**config.mk**
```make
export PLATFORM = sky130hd
export DESIGN_NAME = uart_tx_fifo
export DESIGN_NICKNAME = d
export VERILOG_FILES = /design/src/rtl/uart_tx_fifo.sv
export SDC_FILE = /design/constraint.sdc
export NUM_CORES = 1
export LEC_CHECK = 0
export BUFFER_PORTS_ARGS = -buffer_cell sky130_fd_sc_hd__buf_2
export CELL_PAD_IN_SITES_DETAIL_PLACEMENT = 0
export CELL_PAD_IN_SITES_GLOBAL_PLACEMENT = 2
export CORE_MARGIN = 2
export CORE_UTILIZATION = 51
export CTS_BUF_LIST = sky130_fd_sc_hd__clkbuf_16
export CTS_CLUSTER_DIAMETER = 60
export DETAILED_ROUTE_END_ITERATION = 12
export HOLD_SLACK_MARGIN = 0.05
export PLACE_DENSITY_LB_ADDON = 0.05
export SKIP_CTS_REPAIR_TIMING = 1
export SYNTH_ARGS = -nofsm -noshare
export SYNTH_HDL_FRONTEND = slang
export SYNTH_SLANG_ARGS = --single-unit
```
**constraint.sdc**
```tcl
create_clock -name clk -period 4.6 [get_ports clk]
set_input_delay 0.69 -clock clk [delete_from_list [all_inputs] [get_ports clk]]
set_output_delay 0.69 -clock clk [all_outputs]
set_load 0.01 [all_outputs]
```
**src/rtl/uart_tx_fifo.sv**
```systemverilog
// uart_tx_fifo: parametrised UART transmitter fed by a FIFO; frames go out back-to-back.
// Optional overflow flag (ports ovf_clr/ovf) enabled by defining UART_TX_OVF_FLAG_EN.
module uart_tx_fifo #(
    parameter int CLK_HZ     = 50000000,
    parameter int BAUD       = 115200,
    parameter int DATA_BITS  = 8,
    parameter int PARITY     = 0,
    parameter int STOP_BITS  = 1,
    parameter int FIFO_DEPTH = 16
) (
    input  logic                          clk,
    input  logic                          rst,
    input  logic                          wr_en,
    input  logic [DATA_BITS-1:0]          wr_data,
    output logic                          full,
    output logic                          empty,
    output logic [$clog2(FIFO_DEPTH):0]   fifo_count,
    output logic                          tx_serial,
    output logic                          tx_busy,
    output logic                          tx_done
`ifdef UART_TX_OVF_FLAG_EN
    ,
    input  logic                          ovf_clr,
    output logic                          ovf
`endif
);
    localparam int DIV = CLK_HZ / BAUD;
    localparam int AW  = $clog2(FIFO_DEPTH);
    localparam int CBW = $clog2(STOP_BITS * DIV);
    localparam int BW  = $clog2(DATA_BITS);

    typedef enum logic [2:0] {IDLE, START, DATA, PAR, STOP} state_t;

    state_t                 state, next_state;
    logic [DATA_BITS-1:0]   mem [FIFO_DEPTH];
    logic [AW-1:0]          wr_ptr, rd_ptr;
    logic [DATA_BITS-1:0]   sh;
    logic                   par_bit;
    logic [CBW-1:0]         cnt;
    logic [BW-1:0]          bidx;
    logic                   push, pop, tick;

    assign full  = fifo_count == (AW+1)'(FIFO_DEPTH);
    assign empty = fifo_count == '0;
    assign push  = wr_en && !full;
    assign tick  = cnt == (state == STOP ? CBW'(STOP_BITS * DIV - 1) : CBW'(DIV - 1));

    // FIFO storage, written only on accepted pushes
    always_ff @(posedge clk)
        if (push) mem[wr_ptr] <= wr_data;

    // FIFO pointers and occupancy; pointers wrap naturally at the power-of-2 depth
    always_ff @(posedge clk or posedge rst)
        if (rst) begin
            wr_ptr     <= '0;
            rd_ptr     <= '0;
            fifo_count <= '0;
        end else begin
            if (push) wr_ptr <= wr_ptr + 1'b1;
            if (pop) rd_ptr <= rd_ptr + 1'b1;
            fifo_count <= fifo_count + (AW+1)'(push) - (AW+1)'(pop);
        end

    // FSM state register
    always_ff @(posedge clk or posedge rst)
        if (rst) state <= IDLE;
        else state <= next_state;

    // baud counter restarts every state; popped word and its parity are latched on pop
    always_ff @(posedge clk or posedge rst)
        if (rst) begin
            cnt     <= '0;
            bidx    <= '0;
            sh      <= '0;
            par_bit <= 1'b0;
        end else begin
            cnt <= (state == IDLE || tick) ? '0 : cnt + 1'b1;
            if (pop) begin
                sh      <= mem[rd_ptr];
                par_bit <= ^mem[rd_ptr] ^ (PARITY == 1);
                bidx    <= '0;
            end else if (state == DATA && tick) begin
                sh   <= sh >> 1;
                bidx <= bidx + 1'b1;
            end
        end

    // next-state logic
    always_comb begin
        next_state = state;
        case (state)
            IDLE:    if (!empty) next_state = START;
            START:   if (tick) next_state = DATA;
            DATA:    if (tick && bidx == BW'(DATA_BITS - 1)) next_state = PARITY != 0 ? PAR : STOP;
            PAR:     if (tick) next_state = STOP;
            STOP:    if (tick) next_state = empty ? IDLE : START;
            default: next_state = IDLE;
        endcase
    end

    // outputs decoded from state so reset forces the line idle immediately
    always_comb begin
        tx_busy   = state != IDLE;
        tx_done   = state == STOP && tick;
        pop       = !empty && (state == IDLE || tx_done);
        tx_serial = state == START ? 1'b0 : state == DATA ? sh[0] : state == PAR ? par_bit : 1'b1;
    end

`ifdef UART_TX_OVF_FLAG_EN
    // sticky overflow flag; a new overflow beats a simultaneous clear
    always_ff @(posedge clk or posedge rst)
        if (rst) ovf <= 1'b0;
        else if (wr_en && full) ovf <= 1'b1;
        else if (ovf_clr) ovf <= 1'b0;
`endif

endmodule

```
After elaboration in Yosys (flattened, before gate mapping)
Memories as Yosys holds them, arrays and structs flattened. Cells that the tools add are included.

Register bits after elaboration: 37. Memory bits (writable): 128. Input bits: 11. Output and inout bits: 10. Logic and storage cells: 59. Memories kept: 1.

Memory list: mem (depth 16, bits a word 8, rd ports 1, clocked after memory_dff 0, write ports 1, line 35) `logic [DATA_BITS-1:0] mem [FIFO_DEPTH];`.

$add $sub $neg: 6. Eq/ne operators: 12. Multiplexer cells: 17. Reduce and logical (&&, ||, !) cells: 15.

Operators by type and width (number): 3-bit two-way mux (7); 8-bit two-way mux (2); 3-bit case mux with 5 select lines (1); 9-bit by 1-bit adder with 9-bit output (second input constant) (1); 9-bit == test (second input constant) (1); 9-bit two-way mux (1); 4-bit by 1-bit adder with 4-bit output (second input constant) (2); 2-bit != test (second input constant) (4); 8-bit XOR reduction (1); 3-bit by 2-bit == test with 1-bit output (second input constant) (2); 3-bit == test (second input constant) (2); 1-bit two-way mux (6); 5-bit by 1-bit adder with 5-bit output (1); 5-bit == test (second input constant) (1); 1-bit logical AND (5); 5-bit zero test (1); 5-bit AND reduction (1); 5-bit by 1-bit subtractor with 5-bit output (1); 3-bit by 1-bit adder with 3-bit output (second input constant) (1); 3-bit by 1-bit == test with 1-bit output (second input constant) (1); 3-bit zero test (1); 3-bit nonzero test (1); 1-bit zero test (2); 1-bit logical OR (2); 2 further kinds (2).

Logic depth before layout (Yosys ltp)
Word-level depth: 5. Depth in mapped cells: 16. Gate-level depth less buffers: 15.

Worst setup path before layout
OpenSTA, ideal clock, no wires.

Path type: reg2reg. Start: register fifo_count[2]. End: register fifo_count[4]. Library setup time: 0.123 ns. Arrival: 2.601 ns. Required time: 4.477 ns. Setup slack: 1.876 ns. Stages on the path, launching flop included: 17. Path buffers: 1. Period minus slack after synthesis: 2.724 ns. Cells stage by stage: dfrtp_1 > inv_1 > ha_1 > nand2_1 > nor2_1 > or3_1 > nand2b_1 > buf_4 > inv_2 > ha_1 > inv_1 > ha_1 > fa_1 > a21oi_1 > nor2_1 > nor2_1 > xnor2_1.

Elaborated cells on any way between the ends: 8. Classes of those cells: add/sub (2); eq/ne (1); reduce/logical (5).

RTL lines: start, declared (line 17) `output logic [$clog2(FIFO_DEPTH):0] fifo_count,`; start signal, assigned (line 61) `fifo_count <= fifo_count + (AW+1)'(push) - (AW+1)'(pop);`; 5-bit zero test (line 44) `assign empty = fifo_count == '0;`; net empty (line 16) `output logic empty,`; 1-bit zero test (line 105) `pop = !empty && (state == IDLE || tx_done);`; 1-bit logical AND (line 105); 5-bit by 1-bit subtractor with 5-bit output (line 61).

The timed path passes the listed nets, and every way through them passes these cells. A chain may end at the register's enable or synchronous reset.

Final worst setup path
Start: register cnt[0]. End: register fifo_count[4].

Cells in the longest elaborated chain, start to end: 5.

RTL lines: start, declared (line 39) `logic [CBW-1:0] cnt;`; start signal, assigned (line 77) `cnt <= (state == IDLE || tick) ? '0 : cnt + 1'b1;`; 9-bit == test (line 46) `assign tick = cnt == (state == STOP ? CBW'(STOP_BITS * DIV - 1) : CBW'(DIV - 1));`; 1-bit logical AND (line 104) `tx_done = state == STOP && tick;`; 1-bit logical OR (line 105); 1-bit logical AND (line 105); 5-bit by 1-bit subtractor with 5-bit output (line 61).

No other way between the ends.

==> flow_summary.json <==
{
  "detailedRoute.firstIterationViolations": 287,
  "run_status": "finished clean",
  "yosys_most_used_dff": "sky130_fd_sc_hd__edfxtp_1",
  "cp_max_fo": 18,
  "timing.final.setup_violations": 0,
  "fill_cell_instance_count_of_the_final_layout": 1029,
  "rsz0062_at_grt": "false",
  "r2r_cells": 14,
  "max_cap_viol_count": 0,
  "cts_buffers": 17,
  "antenna_found_initial": 0,
  "number_of_slew_limit_violations_in_the_final_report": 0,
  "final_min_period_over_clock_period": 0.714,
  "viasPerCell": 5.52,
  "route.detailed.drc": 0,
  "power.leakage_uw": 0.00292,
  "placed_cells": 590,
  "htree_levels": 4,
  "pin_count": 21,
  "worst_setup_path_endpoint": "fifo_count[4]",
  "relSlewSlack": 0.322,
  "detail-route-antenna-nets": 0,
  "start_util": 0.526,
  "worst_setup_path_end_kind": "register",
  "yosys_register_bits": 165,
  "grt_first_pass_wirelength_um": 19400,
  "worstReg2RegStart": "cnt[0]",
  "fp-row-count": 42,
  "critical-path-top-cell-by-count": "sky130_fd_sc_hd__ha_1",
  "synth.lib_cells_used.distinct": 46,
  "synth-edff-count": 128,
  "skew_ns": 0.00823,
  "power_density_mw_per_mm2": 462,
  "layout_commonest_cell": "sky130_fd_sc_hd__edfxtp_1",
  "synth_area_mm2": 0.00699,
  "die_width_um": 121,
  "setup_total_negative_slack_ns": 0,
  "syn-instance-count": 404,
  "critPathLaunchType": "register",
  "highest_count_cells_in_the_layout_ignoring_fill_and_taps": "sky130_fd_sc_hd__edfxtp_1 (128), sky130_fd_sc_hd__dfrtp_1 (36), sky130_fd_sc_hd__nor2_1 (27), sky130_fd_sc_hd__nand2_1 (24), sky130_fd_sc_hd__buf_2 (20)",
  "final_cells": 622,
  "grt_start_max_net_pins": 38,
  "placeableCoreArea_mm2": 0.0133,
  "overflow": 0,
  "clk_transition_reported_paths_ns": 0.07,
  "timing.setup.critical_path_class": "reg2reg",
  "crit_path_cell_chain": "ha_1 -> nor3b_1 -> nand4_1 -> nand2_1 -> nand2b_1 -> inv_2 -> ha_1 -> inv_1 -> ha_1 -> fa_1 -> a21oi_1 -> nor2_1 -> nor2_1 -> xnor2_1",
  "tightestPinTransition_ns": 1.02,
  "hpwl_um": 8200,
  "rrSetupSlack_ns": 1.32,
  "worst_setup_path_startpoint": "cnt[0]",
  "dr_total_vias": 3432,
  "syn_to_final_growth_pct": 11.4,
  "post_route_cells_drive_above_1_share": 0.186,
  "fp.dieH_um": 121,
  "hold_class": "in2async",
  "number_of_failing_hold_endpoints_at_the_final_stage": 0,
  "place.gp.congestion": 0.769,
  "detail_route.wirelength_um": 12100,
  "fin_crit_ns": 3.28,
  "design.die.area_mm2": 0.0147,
  "max-clock-path-buffers": 2,
  "cts_root_buf": "sky130_fd_sc_hd__clkbuf_16",
  "number_of_global_route_vias_before_repair": 3570,
  "data_arrival_time_of_the_worst_path_ns": 3.64,
  "power.ir.vdd_worst_v": 0.000304,
  "port_buffers": 20,
  "drtPass1Iterations": 4,
  "critical-path-slowest-cell": "sky130_fd_sc_hd__nand2b_1",
  "cts_tree": "built",
  "antenna-diode-count": 0,
  "wire_per_inst_um": 19.4,
  "clock.fmax_mhz": 304,
  "worstPathRequired_ns": 4.96,
  "synth-warning-count": 0,
  "clkLatencyLatePin_ns": 0.43,
  "syn_nets": 431,
  "numClockSinks": 165,
  "nets": 460,
  "synth.yosys.seq_area_share": 0.682,
  "asyncSetResetFlopFracSynth": 0.224,
  "synth.avg_cell_area_um2": 17.3,
  "worst_r2r_endpoint": "fifo_count[4]",
  "global_route.usage.total": 0.184,
  "timing.critical_path.slowest_cell_delay_ns": 0.50
}
## critical path, delay by kind of cell, from the launching register on
family	cells	cell delay [ns]
buffers and inverters	2	0.25
and+or+nand+nor	6	1.12
adders and majority gates	4	1.14
DFF	1	0.41
AOI/OAI and AO/OA	1	0.16
xor gates and xnor gates	1	0.12
## flip-flops by register name (all words and copies together) (netlist names)
name,cells
wr_ptr,4
rd_ptr,4
fifo_count,5
state,3
mem,128
cnt,9
bidx,3
par_bit,1
sh,8
## cell families after synthesis
| group | after synthesis | synth area share |
|---|---|---|
| XOR/XNOR | 24 | 0.0320 |
| adder cells (fa/ha/maj) | 16 | 0.0297 |
| AO/OA/AOI/OAI | 32 | 0.0363 |
| multiplexers | 45 | 0.131 |
| flip-flops | 165 | 0.682 |
| AND/OR/NAND/NOR | 88 | 0.0607 |
| buffers and inverters | 34 | 0.0279 |
## through the flow
stage          cell area, µm²  hold slack [ns]   util  total power, µW  setup slack (ns)
6_report                 7790            0.370  0.586             3600              1.32
5_1_grt                  7790            0.421  0.586             3760             0.979
4_1_cts                  7790            0.381  0.586             3640              1.28
3_5_place_dp             7240            0.488  0.544             2330              1.31
3_3_place_gp             7240            0.467  0.544             2330              1.39
2_1_floorplan            6990            0.453      -             2180              1.88
## worst min-delay path by stage
stage                     startpoint  endpoint  slack [ns]  cells past startpoint
after detailed placement      cnt[0]    cnt[0]        0.49                      1
after CTS                        rst    cnt[8]        0.38                      3
after global placement        cnt[0]    cnt[0]        0.47                      1
final                            rst    cnt[7]        0.37                      3
after floorplan               cnt[0]    cnt[0]        0.45                      1
after global routing             rst    cnt[7]        0.42                      3
## layout make-up
type,instances,area [µm²],area share
clock buffer,17,425,0.0546
multi-input combinational,205,2030,0.260
tap,176,220,0.0283
sequential,165,4770,0.613
clock inverter,15,128,0.0164
inverter,17,63.8,0.00819
timing repair buffer,27,153,0.0196
## routing by layer
| layer | wire length, µm | track usage | vias to the layer above |
|---|---|---|---|
| met5 | 0 | 0 | - |
| met4 | 193 | 0.0719 | 0 |
| met2 | 5830 | 0.284 | 62 |
| met1 | 5490 | 0.256 | 1743 |
| li1 | - | - | 1613 |
| met3 | 540 | 0.0437 | 14 |
## power breakdown
part           leakage [µW]  switching (µW)  internal (µW)
sequential          0.00161            72.5           1770
clock              0.000262             601            701
combinational       0.00105             269            189
## cells in the mapped netlist, types with 10 or more instances
master / number / share of area
sky130_fd_sc_hd__xnor2_1: 16 / 0.020
sky130_fd_sc_hd__inv_1: 16 / 0.0086
sky130_fd_sc_hd__mux4_1: 16 / 0.060
sky130_fd_sc_hd__edfxtp_1: 128 / 0.55
sky130_fd_sc_hd__ha_1: 15 / 0.027
sky130_fd_sc_hd__mux4_2: 16 / 0.052
sky130_fd_sc_hd__nor2_1: 27 / 0.014
sky130_fd_sc_hd__dfrtp_1: 37 / 0.13
sky130_fd_sc_hd__nand2_1: 24 / 0.013
sky130_fd_sc_hd__and2_1: 10 / 0.0089
No activity file was read; power rests on OpenSTA's default activity.
